===== config.mk =====
export PLATFORM = sky130hd
export DESIGN_NAME = gf_arith_unit
export DESIGN_NICKNAME = d
export VERILOG_FILES = /design/src/rtl/gf_arith_unit.sv
export SDC_FILE = /design/constraint.sdc
export NUM_CORES = 1
export LEC_CHECK = 0
export ABC_AREA = 1
export ABC_CLOCK_PERIOD_IN_PS = 6000
export CAP_MARGIN = 20
export CELL_PAD_IN_SITES_DETAIL_PLACEMENT = 1
export CELL_PAD_IN_SITES_GLOBAL_PLACEMENT = 1
export CORE_ASPECT_RATIO = 1.1
export CORE_MARGIN = 2
export CORE_UTILIZATION = 45
export DETAILED_ROUTE_END_ITERATION = 8
export PLACE_DENSITY_LB_ADDON = 0.15
export SLEW_MARGIN = 10
export SYNTH_ARGS = -nofsm -noshare
export SYNTH_HDL_FRONTEND = slang
export SYNTH_SLANG_ARGS = --single-unit

===== constraint.sdc =====
create_clock -name clk -period 6 [get_ports clk]
set_input_delay 1.2 -clock clk [delete_from_list [all_inputs] [get_ports clk]]
set_output_delay 1.2 -clock clk [all_outputs]
set_load 0.1 [all_outputs]

===== src/rtl/gf_arith_unit.sv =====
// Sequential GF(2^SYMB_WIDTH) engine: multiply, inverse, divide and Horner evaluation
// over a streamed coefficient sequence. Handshakes are valid/ready on both sides.
module gf_arith_unit #(
    parameter int          SYMB_WIDTH = 8,
    parameter int unsigned POLY       = 285
) (
    input  logic                  clk,
    input  logic                  rst,
    input  logic                  in_valid,
    output logic                  in_ready,
    input  logic [1:0]            in_op,
    input  logic [SYMB_WIDTH-1:0] in_a,
    input  logic [SYMB_WIDTH-1:0] in_b,
    input  logic                  in_last,
    output logic                  out_valid,
    input  logic                  out_ready,
    output logic [SYMB_WIDTH-1:0] out_data,
    output logic                  out_err
);

    localparam int CNT_W = $clog2(SYMB_WIDTH);
    localparam logic [SYMB_WIDTH-1:0] RED_POLY  = POLY[SYMB_WIDTH-1:0];
    localparam logic [CNT_W-1:0]      LAST_ITER = CNT_W'(SYMB_WIDTH - 2);
    localparam logic [SYMB_WIDTH-1:0] GF_ONE    = SYMB_WIDTH'(1);

    localparam logic [1:0] OP_MULT = 2'd0;
    localparam logic [1:0] OP_INV  = 2'd1;
    localparam logic [1:0] OP_DIV  = 2'd2;
    localparam logic [1:0] OP_EVAL = 2'd3;

    localparam logic [2:0] S_IDLE     = 3'd0;
    localparam logic [2:0] S_INV_ITER = 3'd1;
    localparam logic [2:0] S_DIV_MUL  = 3'd2;
    localparam logic [2:0] S_EVAL     = 3'd3;
    localparam logic [2:0] S_DONE     = 3'd4;

    // MSB-first shift-and-xor: reduce the partial product, then fold in a if b[i] is set.
    function automatic logic [SYMB_WIDTH-1:0] gf_mul(input logic [SYMB_WIDTH-1:0] a,
                                                     input logic [SYMB_WIDTH-1:0] b);
        logic [SYMB_WIDTH-1:0] p;
        p = '0;
        for (int i = SYMB_WIDTH - 1; i >= 0; i--) begin
            if (p[SYMB_WIDTH-1]) begin
                p = (p << 1) ^ RED_POLY;
            end else begin
                p = p << 1;
            end
            if (b[i]) begin
                p = p ^ a;
            end
        end
        return p;
    endfunction

    logic [2:0]            state_q, state_d;
    logic [1:0]            op_q, op_d;
    logic [SYMB_WIDTH-1:0] a_q, a_d;
    logic [SYMB_WIDTH-1:0] x_q, x_d;
    logic [SYMB_WIDTH-1:0] acc_q, acc_d;
    logic [SYMB_WIDTH-1:0] sq_q, sq_d;
    logic [SYMB_WIDTH-1:0] res_q, res_d;
    logic [CNT_W-1:0]      cnt_q, cnt_d;
    logic                  zero_q, zero_d;
    logic [SYMB_WIDTH-1:0] data_q, data_d;
    logic                  err_q, err_d;
    logic                  accept;

    assign in_ready  = ~rst & ((state_q == S_IDLE) | (state_q == S_EVAL));
    assign accept    = in_valid & in_ready;
    assign out_valid = (state_q == S_DONE);
    assign out_data  = data_q;
    assign out_err   = err_q;

    always_comb begin
        state_d = state_q;
        op_d    = op_q;
        a_d     = a_q;
        x_d     = x_q;
        acc_d   = acc_q;
        sq_d    = sq_q;
        res_d   = res_q;
        cnt_d   = cnt_q;
        zero_d  = zero_q;
        data_d  = data_q;
        err_d   = err_q;

        case (state_q)
            S_IDLE: begin
                if (accept) begin
                    op_d = in_op;
                    case (in_op)
                        OP_MULT: begin
                            data_d  = gf_mul(in_a, in_b);
                            err_d   = 1'b0;
                            state_d = S_DONE;
                        end
                        OP_INV: begin
                            sq_d    = gf_mul(in_a, in_a);
                            res_d   = GF_ONE;
                            cnt_d   = '0;
                            zero_d  = (in_a == '0);
                            state_d = S_INV_ITER;
                        end
                        OP_DIV: begin
                            a_d     = in_a;
                            sq_d    = gf_mul(in_b, in_b);
                            res_d   = GF_ONE;
                            cnt_d   = '0;
                            zero_d  = (in_b == '0);
                            state_d = S_INV_ITER;
                        end
                        default: begin
                            acc_d = in_a;
                            x_d   = in_b;
                            if (in_last) begin
                                data_d  = in_a;
                                err_d   = 1'b0;
                                state_d = S_DONE;
                            end else begin
                                state_d = S_EVAL;
                            end
                        end
                    endcase
                end
            end

            // res accumulates operand^(2+4+...+2^k); after m-1 steps it is the inverse.
            // A zero operand collapses res to 0, so only the error flag needs special care.
            S_INV_ITER: begin
                res_d = gf_mul(res_q, sq_q);
                sq_d  = gf_mul(sq_q, sq_q);
                cnt_d = cnt_q + 1'b1;
                if (cnt_q == LAST_ITER) begin
                    if (op_q == OP_DIV) begin
                        state_d = S_DIV_MUL;
                    end else begin
                        data_d  = res_d;
                        err_d   = zero_q;
                        state_d = S_DONE;
                    end
                end
            end

            S_DIV_MUL: begin
                data_d  = gf_mul(a_q, res_q);
                err_d   = zero_q;
                state_d = S_DONE;
            end

            S_EVAL: begin
                if (accept) begin
                    acc_d = gf_mul(acc_q, x_q) ^ in_a;
                    if (in_last) begin
                        data_d  = acc_d;
                        err_d   = 1'b0;
                        state_d = S_DONE;
                    end
                end
            end

            S_DONE: begin
                if (out_ready) begin
                    state_d = S_IDLE;
                end
            end

            default: begin
                state_d = S_IDLE;
            end
        endcase
    end

    always_ff @(posedge clk or posedge rst) begin
        if (rst) begin
            state_q <= S_IDLE;
            op_q    <= OP_MULT;
            a_q     <= '0;
            x_q     <= '0;
            acc_q   <= '0;
            sq_q    <= '0;
            res_q   <= '0;
            cnt_q   <= '0;
            zero_q  <= 1'b0;
            data_q  <= '0;
            err_q   <= 1'b0;
        end else begin
            state_q <= state_d;
            op_q    <= op_d;
            a_q     <= a_d;
            x_q     <= x_d;
            acc_q   <= acc_d;
            sq_q    <= sq_d;
            res_q   <= res_d;
            cnt_q   <= cnt_d;
            zero_q  <= zero_d;
            data_q  <= data_d;
            err_q   <= err_d;
        end
    end

endmodule

Yosys cells after proc, flatten, opt, wreduce, memory -nomap -nowiden
Index checks and enable logic that the tools add are counted.
{ "totals": {"ff_bits": 58, "inputBits": 23, "output_inout_bits": 11, "word_cells": 516} }
{ "classes": {"n_addsub": 1, "eq_ne": 19, "mux": 354, "bitwise": 111, "n_reduce_logical": 20} }
{ "ops": {"columns": ["op", "n"], "rows": [
  ["$mux W8", 279],
  ["$xor A8 B8 Y8", 57],
  ["$mux W5", 49],
  ["$not A4 Y4", 49],
  ["$pmux W8 S2", 5],
  ["$pmux W8 S4", 1],
  ["$mux W3", 9],
  ["$logic_not A8 Y1", 2],
  ["$ne A2 B2 Y1 const B", 8],
  ["$pmux W3 S5", 1],
  ["$reduce_and A3 Y1", 5],
  ["$pmux W3 S2", 2],
  ["$reduce_and A8 Y1", 1],
  ["$eq A3 B2 Y1 const B", 2],
  ["$eq A3 B3 Y1 const B", 2],
  ["$reduce_and A6 Y1", 1],
  ["$reduce_bool A2 Y1", 3],
  ["$mux W1", 5],
  ["$reduce_and A5 Y1", 1],
  ["$eq A2 B2 Y1 const B", 2],
  ["$pmux W1 S2", 2],
  ["$pmux W1 S4", 1],
  ["$reduce_and A4 Y1", 1],
  ["$reduce_bool A4 Y1", 1],
  ["other kinds (14)", 16]
]} }

Logic depth before layout (Yosys ltp)
Gate-level depths: netlist of run 1.
{ "logic_depth": {"depth_word": 81, "depth_mapped": 22, "depth_no_buf": 21} }

Worst setup path after synthesis of run 1
Ideal clock, no wire load.
{ "synth_path": {"kind": "reg2out", "from": "register state_q[0]", "to": "output out_valid", "arrival_time_ns": 2.527, "required_time_ns": 4.800, "path_slack_ns": 2.273, "path_stages_with_launch": 2, "path_buffers": 0, "path_cell_list": "dfrtp_1 > nor3_1"} }
{ "synth_between": {"elab_chain_cells": 1} }
{ "synth_rtl": {"columns": ["element", "line", "text"], "rows": [
  ["start: declaration", "55", "logic [2:0] state_q, state_d;"],
  ["start signal: assignment", "187", "state_q <= state_d;"],
  ["$eq A3 B3 Y1", "70", "assign out_valid = (state_q == S_DONE);"],
  ["end: declaration", "15", "output logic out_valid,"]
]} }
No other way between the ends.

Worst setup path after layout of run 1
{ "layout_path": {"from": "input rst", "to": "output in_ready"} }
{ "layout_between": {"elab_chain_cells": 2} }
{ "layout_rtl": {"columns": ["element", "line", "text"], "rows": [
  ["start: declaration", "8", "input logic rst,"],
  ["$not A1 Y1", "68", "assign in_ready = ~rst & ((state_q == S_IDLE) | (state_q == S_EVAL));"],
  ["$and A1 B1 Y1", "68", null],
  ["end: declaration", "10", "output logic in_ready,"]
]} }
No other way between the ends.

==> results.md, run 1 <==
* Status: completed
* R2r startpoint: res_q[7]$_DFFE_PP0P_
* IO buf count at 33
* Seq/Total Area, Yosys at 16.57%
* HP Class: register to register
* P&R area growth vs syn at 7.242%
* # hold bufs at CTS at 0
* Yosys warns at 0
* Ys flop type: dfrtp_1
* Filler cells at 2783
* Clock buffer depth at 2
* Post-synth ARST share at 100.0%
* DR pass1 iterations at 5
* Core area at 19100 um^2
* Xor/xnor share of the synthesized area at 21.60%
* Post-layout min period at 4.145 ns
* Global-route wire length before repair at 47.21 mm
* Setup crit start kind: input pin
* Crit Path Class: input pin to output port
* Fin. Hold Viols at 0
* Synthesized net count at 1554
* Critical Path Fanout Max at 2
* Critical Path RT at 4.80 ns
* CP arrival at 2.95 ns
* I/O Pins at 34
* Initial antenna violation count at 0
* Worst-Margin Slew at 1.014 ns
* Layout Nets at 1527
* Fin area at 9394 um^2
* DRC errors left at 0
* Vias in the first global route at 9343
* DRT iter0 DRCs at 387
* Clk slew on worst S/H paths at 0.05 ns
* Die H at 150.3 um
* Synthesized cell area at 8760 um^2
* Cells after synthesis at 1522
* Critical Path End: in_ready
* Fraction of synthesized area in multiplexers at 0.1143%
* # diodes at 0
* Fmax at 241.2 MHz
* Most common cell after layout, fill and taps aside: nand2_1
* Die X at 137.0 um
* Worst relative slew slack at 32.17%
* Period utilization at 69.09%
* CTS tree: built
* # Max-Cap Violations at 0
* Post-Synth Simple-Gate Area at 41.58%
* Post-synth EDFFs at 0
* ANT nets after route at 0
* Compound-Gate Fraction of Synth Area at 6.899%
* DP HPWL at 22.15 mm
* Overall Global Routing Usage at 28.95%
* Main combinational cell family by area after synthesis: simple AND/OR/NAND/NOR gates
* Library cells used by synthesis at 43
* Largest net degree at the start of global routing at 59
* Setup crit end kind: output port
* Later-pin clock latency in the skew report at 0.34 ns
* DRT Wirelength at 28.88 mm
* Area share of fa/ha/maj cells after synthesis at 1.286%
* Crit path launch: rst
* Via count at 9404
* TritonCTS Sinks at 58
* Post-CTS setup-driven buffer insertion count at 0
* Gpl congestion at 0.8844
* Average wire per standard cell at 16.53 um
* Endpoints failing setup at 0
* TNS Setup at 0 ns
* Pins Over Slew Limit at 0
* Share of post-route cells with drive strength above 1 at 3.333%
* DP Area at 9040 um^2
* Worst reg2reg path depth at 19
* Unrepaired setup endpoints after global routing: no
* Avg Synthesized Cell Area at 5.755 um^2
* Synthesis-stage register bit count at 58
* Worst r2r dst: out_data[3]$_DFFE_PP0P_
* Most frequent cells in the layout: nand2_1, inv_1, nand3_1, xor2_1, xnor2_1
* Die area at 20600 um^2
* Worst Skew at 0.005722 ns
* H-tree depth reported by CTS at 3
* R2r setup slk at 2.99 ns
* Row count at 53
* TritonCTS Buffers at 9
* Post-CTS resize count at 0
* Starting Density at 45.87%
* GRT Residual Overflow at 0
* CTS root buf: clkbuf_16
* Vias per inst at 5.383
==> cell families after synthesis <==
logic type | Yosys count
XOR/XNOR | 208
AND/OR/NAND/NOR | 883
multiplexers | 1
AO/OA/AOI/OAI | 111
buffers and inverters | 252
flip-flops | 58
adder cells (fa/ha/maj) | 9
==> sequential cells by signal, summed over array words and instances (netlist names) <==
signal / flops
x_q: 8
out_err: 1
acc_q: 8
op_q: 2
state_q: 3
cnt_q: 3
zero_q: 1
sq_q: 8
out_data: 8
res_q: 8
a_q: 8
==> through the flow <==
| step | utilization (%) | hold WS (ns) | worst slack (ns) | std cells |
|---|---|---|---|---|
| 6_report | 49.19 | 0.5000 | 1.855 | 1747 |
| 5_1_grt | 49.19 | 0.5483 | 1.644 | 1747 |
| 4_1_cts | 49.19 | 0.5131 | 1.849 | 1747 |
| 3_5_place_dp | 47.33 | 0.5013 | 1.692 | 1731 |
| 3_3_place_gp | 47.33 | 0.4850 | 1.823 | 1731 |
| 2_1_floorplan | - | 0.4530 | 2.273 | 1522 |
==> worst min path at each step <==
stage	from	slack, ns	end	cells after the start
2_1_floorplan	op_q[0]$_DFFE_PP0P_	0.45	op_q[0]$_DFFE_PP0P_	2
6_report	op_q[0]$_DFFE_PP0P_	0.50	op_q[0]$_DFFE_PP0P_	2
3_3_place_gp	op_q[1]$_DFFE_PP0P_	0.48	op_q[1]$_DFFE_PP0P_	2
4_1_cts	op_q[0]$_DFFE_PP0P_	0.51	op_q[0]$_DFFE_PP0P_	2
3_5_place_dp	op_q[0]$_DFFE_PP0P_	0.50	op_q[0]$_DFFE_PP0P_	2
5_1_grt	op_q[0]$_DFFE_PP0P_	0.55	op_q[0]$_DFFE_PP0P_	2
==> area by class of cell <==
type | count | area (um^2) | area share (%)
Clock buffer | 12 | 256.5 | 2.730
Clock inverter | 4 | 97.59 | 1.039
Inverter | 179 | 673.1 | 7.166
Multi-Input combinational cell | 1212 | 6261 | 66.65
Sequential cell | 58 | 1451 | 15.45
Tap cell | 247 | 309.0 | 3.290
Timing Repair Buffer | 35 | 345.3 | 3.676
==> critical path, cell delays in order <==
cell and delay, ns:
clkdlybuf4s50_1 0.46, a21oi_2 0.14, clkdlybuf4s50_1 1.14
==> synth_stat cells (11+ instances only) <==
cell	n	area share, %
o21ai_0	54	3.1
nand2_1	649	28
a21oi_1	39	2.2
nand3_1	133	7.6
nor2_1	47	2.0
clkbuf_1	19	0.81
dfrtp_1	58	17
nand3b_1	11	0.94
xnor2_1	91	9.1
inv_1	170	7.3
nand4_1	16	1.1
xor2_1	110	11
buf_2	41	2.3
==> routing by layer <==
metal	track usage (%)	part of all wire (%)
met3	3.333	3.4
met1	35.20	44
met2	53.01	51
met5	0	0
met4	8.711	2.4
Power of run 1 is not shown: default switching activity piles up to over one toggle a cycle in this logic, so the estimate is an artifact.
==> run 2, diff against run 1 <==
- ABC_CLOCK_PERIOD_IN_PS: 6000 -> 3550
- CORE_UTILIZATION: 45 -> 40
- clock period: 6 -> 3.55 ns (I/O delays scaled with it)
==> run 2 against run 1 <==
  * Utilization shrank 3.9 points
  * Critical endpoint is now out_data[0]$_DFFE_PP0P_
  * Setup slack lost 1.4 ns
  * Highest routed layer unchanged
  * Critical path depth grew 13
  * Final area grew 3.3%
  * Cell count grew 4.6%
==> results.md, run 2 (synthesis results as in run 1) <==
* Row count at 56 (was 53)
* Starting Density at 40.86% (was 45.87%)
* DR pass1 iterations at 4 (was 5)
* R2r setup slk at 0.68 ns (was 2.99 ns)
* Vias in the first global route at 9423 (was 9343)
* TritonCTS Buffers at 9 (unchanged)
* DRT Wirelength at 29.61 mm (was 28.88 mm)
* Worst-Margin Slew at 1.001 ns (was 1.014 ns)
* Post-layout min period at 3.064 ns
* Status: completed (unchanged)
* Layout Nets at 1565 (was 1527)
* # hold bufs at CTS at 0 (unchanged)
* Critical Path RT at 3.77 ns (was 4.80 ns)
* Fin. Hold Viols at 0 (unchanged)
* P&R area growth vs syn at 10.78% (was 7.242%)
* M3 GR Usage at 2.092% (was 3.333%)
* Period utilization at 86.32%
* Average wire per standard cell at 16.20 um (was 16.53 um)
* Filler cells at 3057 (was 2783)
* CTS tree: built (unchanged)
* Global-route wire length before repair at 48.77 mm (was 47.21 mm)
* Vias per inst at 5.179 (was 5.383)
* GRT busiest layer: met2 (unchanged)
* IO buf count at 33 (unchanged)
* Post-CTS resize count at 0 (unchanged)
* Finished Core Util at 45.26% (was 49.19%)
* Die X at 145.1 um (was 137.0 um)
* Setup crit end kind: register (was output port)
* CTS root buf: clkbuf_16 (unchanged)
* H-tree depth reported by CTS at 3 (unchanged)
* Most common cell after layout, fill and taps aside: nand2_1 (unchanged)
* Clock buffer depth at 2 (unchanged)
* CP arrival at 3.29 ns (was 2.95 ns)
* Area of the multi-input gates at 6261 um^2 (unchanged)
* Clk slew on worst S/H paths at 0.05 ns (about the same)
* TNS Setup at 0 ns (unchanged)
* Die area at 23100 um^2 (was 20600 um^2)
* DRC errors left at 0 (unchanged)
* Crit Path Class: input pin to register (was input pin to output port)
* Setup crit start kind: input pin (unchanged)
* Fmax at 326.3 MHz
* Post-CTS setup-driven buffer insertion count at 0 (unchanged)
* Hold_sp: op_q[0]$_DFFE_PP0P_ (unchanged)
* Pins Over Slew Limit at 0 (unchanged)
* # Max-Cap Violations at 0 (unchanged)
* I/O Pins at 34 (unchanged)
* Worst Skew at 0.01043 ns (was 0.005722 ns)
* Critical Path Fanout Max at 10 (was 2)
* Largest net degree at the start of global routing at 26 (was 59)
* Die H at 159.2 um (was 150.3 um)
* Gpl congestion at 0.8889 (was 0.8844)
* Share of post-route cells with drive strength above 1 at 5.852% (was 3.333%)
* Worst r2r dst: out_data[2]$_DFFE_PP0P_ (was out_data[3]$_DFFE_PP0P_)
* Core area at 21440 um^2 (was 19100 um^2)
* DRT iter0 DRCs at 346 (was 387)
* Most frequent cells in the layout: nand2_1, inv_1, nand3_1, xor2_1, xnor2_1 (unchanged)
* R2r startpoint: res_q[6]$_DFFE_PP0P_ (was res_q[7]$_DFFE_PP0P_)
* Initial antenna violation count at 0 (unchanged)
* Via count at 9467 (was 9404)
* Unrepaired setup endpoints after global routing: no (unchanged)
* Hold path endpoint: op_q[0]$_DFFE_PP0P_ (unchanged)
* Worst reg2reg path depth at 16 (was 19)
* Endpoints failing setup at 0 (unchanged)
* HP Class: register to register (unchanged)
* # diodes at 0 (unchanged)
* Later-pin clock latency in the skew report at 0.35 ns (was 0.34 ns)
* DP HPWL at 23.41 mm (was 22.15 mm)
* Met1 Usage GRT at 32.71% (was 35.20%)
* Worst relative slew slack at 33.07% (was 32.17%)
* Seq. cell area at 1451 um^2 (unchanged)
* ANT nets after route at 0 (unchanged)
* GRT Residual Overflow at 0 (unchanged)
* Overall Global Routing Usage at 25.68% (was 28.95%)
* Worst hold stages at 2 (unchanged)
* Met2 global-route usage at 46.41% (was 53.01%)
* TritonCTS Sinks at 58 (unchanged)
-- run 2: cell types whose count changed in the layout (fill, tap and decap cells not counted), sizes merged --
cell,previous run,this run
buf,2,42
bufinv,3,2
clkdlybuf4s50,33,31
clkinv,1,3
clkinvlp,1,0
-- run 2: area by class of cell --
| cell class | instances | share of cell area [%] |
|---|---|---|
| Clock buffer | 12 | 2.643 |
| Clock inverter | 4 | 0.7607 |
| Inverter | 179 | 6.937 |
| Multi-Input combinational cell | 1212 | 64.52 |
| Sequential cell | 58 | 14.96 |
| Tap cell | 290 | 3.739 |
| Timing Repair Buffer | 73 | 6.447 |
-- run 2: worst max-delay path, stage by stage --
cell and delay [ns]:
clkdlybuf4s50_1 0.71, nand2_1 0.17, xor2_1 0.18, o21ai_0 0.13, nand2_1 0.22, nand2_1 0.14
nand2_1 0.06, nand2_1 0.08, nand3_1 0.16, nand2_2 0.16, nand2_1 0.09, xor2_1 0.17
nand2_1 0.08, nand3_1 0.07, o21ai_1 0.09, inv_1 0.06
-- run 2: per-layer routing --
metal | vias up | share of wire [%] | routed length [um]
met5 | - | 0 | 0
met4 | 0 | 2.1 | 633
met3 | 46 | 2.5 | 728
met2 | 136 | 50 | 14810
met1 | 4590 | 45 | 13440
li1 | 4695 | - | -
-- run 2: per-stage QoR --
| step | setup WS, ns | instance area [um^2] | hold slack [ns] | instances |
|---|---|---|---|---|
| after floorplan | 0.3132 | 8760 | 0.4530 | 1522 |
| after global routing | 0.2351 | 9704 | 0.5244 | 1828 |
| after detailed placement | 0.2251 | 9374 | 0.4735 | 1812 |
| after CTS | 0.5209 | 9704 | 0.4859 | 1828 |
| after global placement | 0.3546 | 9374 | 0.4667 | 1812 |
| final | 0.4858 | 9704 | 0.4831 | 1828 |
-- run 2: worst max-delay path by stage --
stage / end / depth (start not counted) / startpoint
after floorplan: out_valid / 1 / state_q[0]$_DFFE_PP0P_
after global placement: out_data[0]$_DFFE_PP0P_ / 16 / in_b[7]
after detailed placement: out_data[5]$_DFFE_PP0P_ / 16 / in_b[7]
after CTS: out_data[0]$_DFFE_PP0P_ / 16 / in_b[7]
after global routing: out_data[0]$_DFFE_PP0P_ / 16 / in_b[7]
final: out_data[0]$_DFFE_PP0P_ / 16 / in_b[7]
Power of run 2 is left out for the same reason.
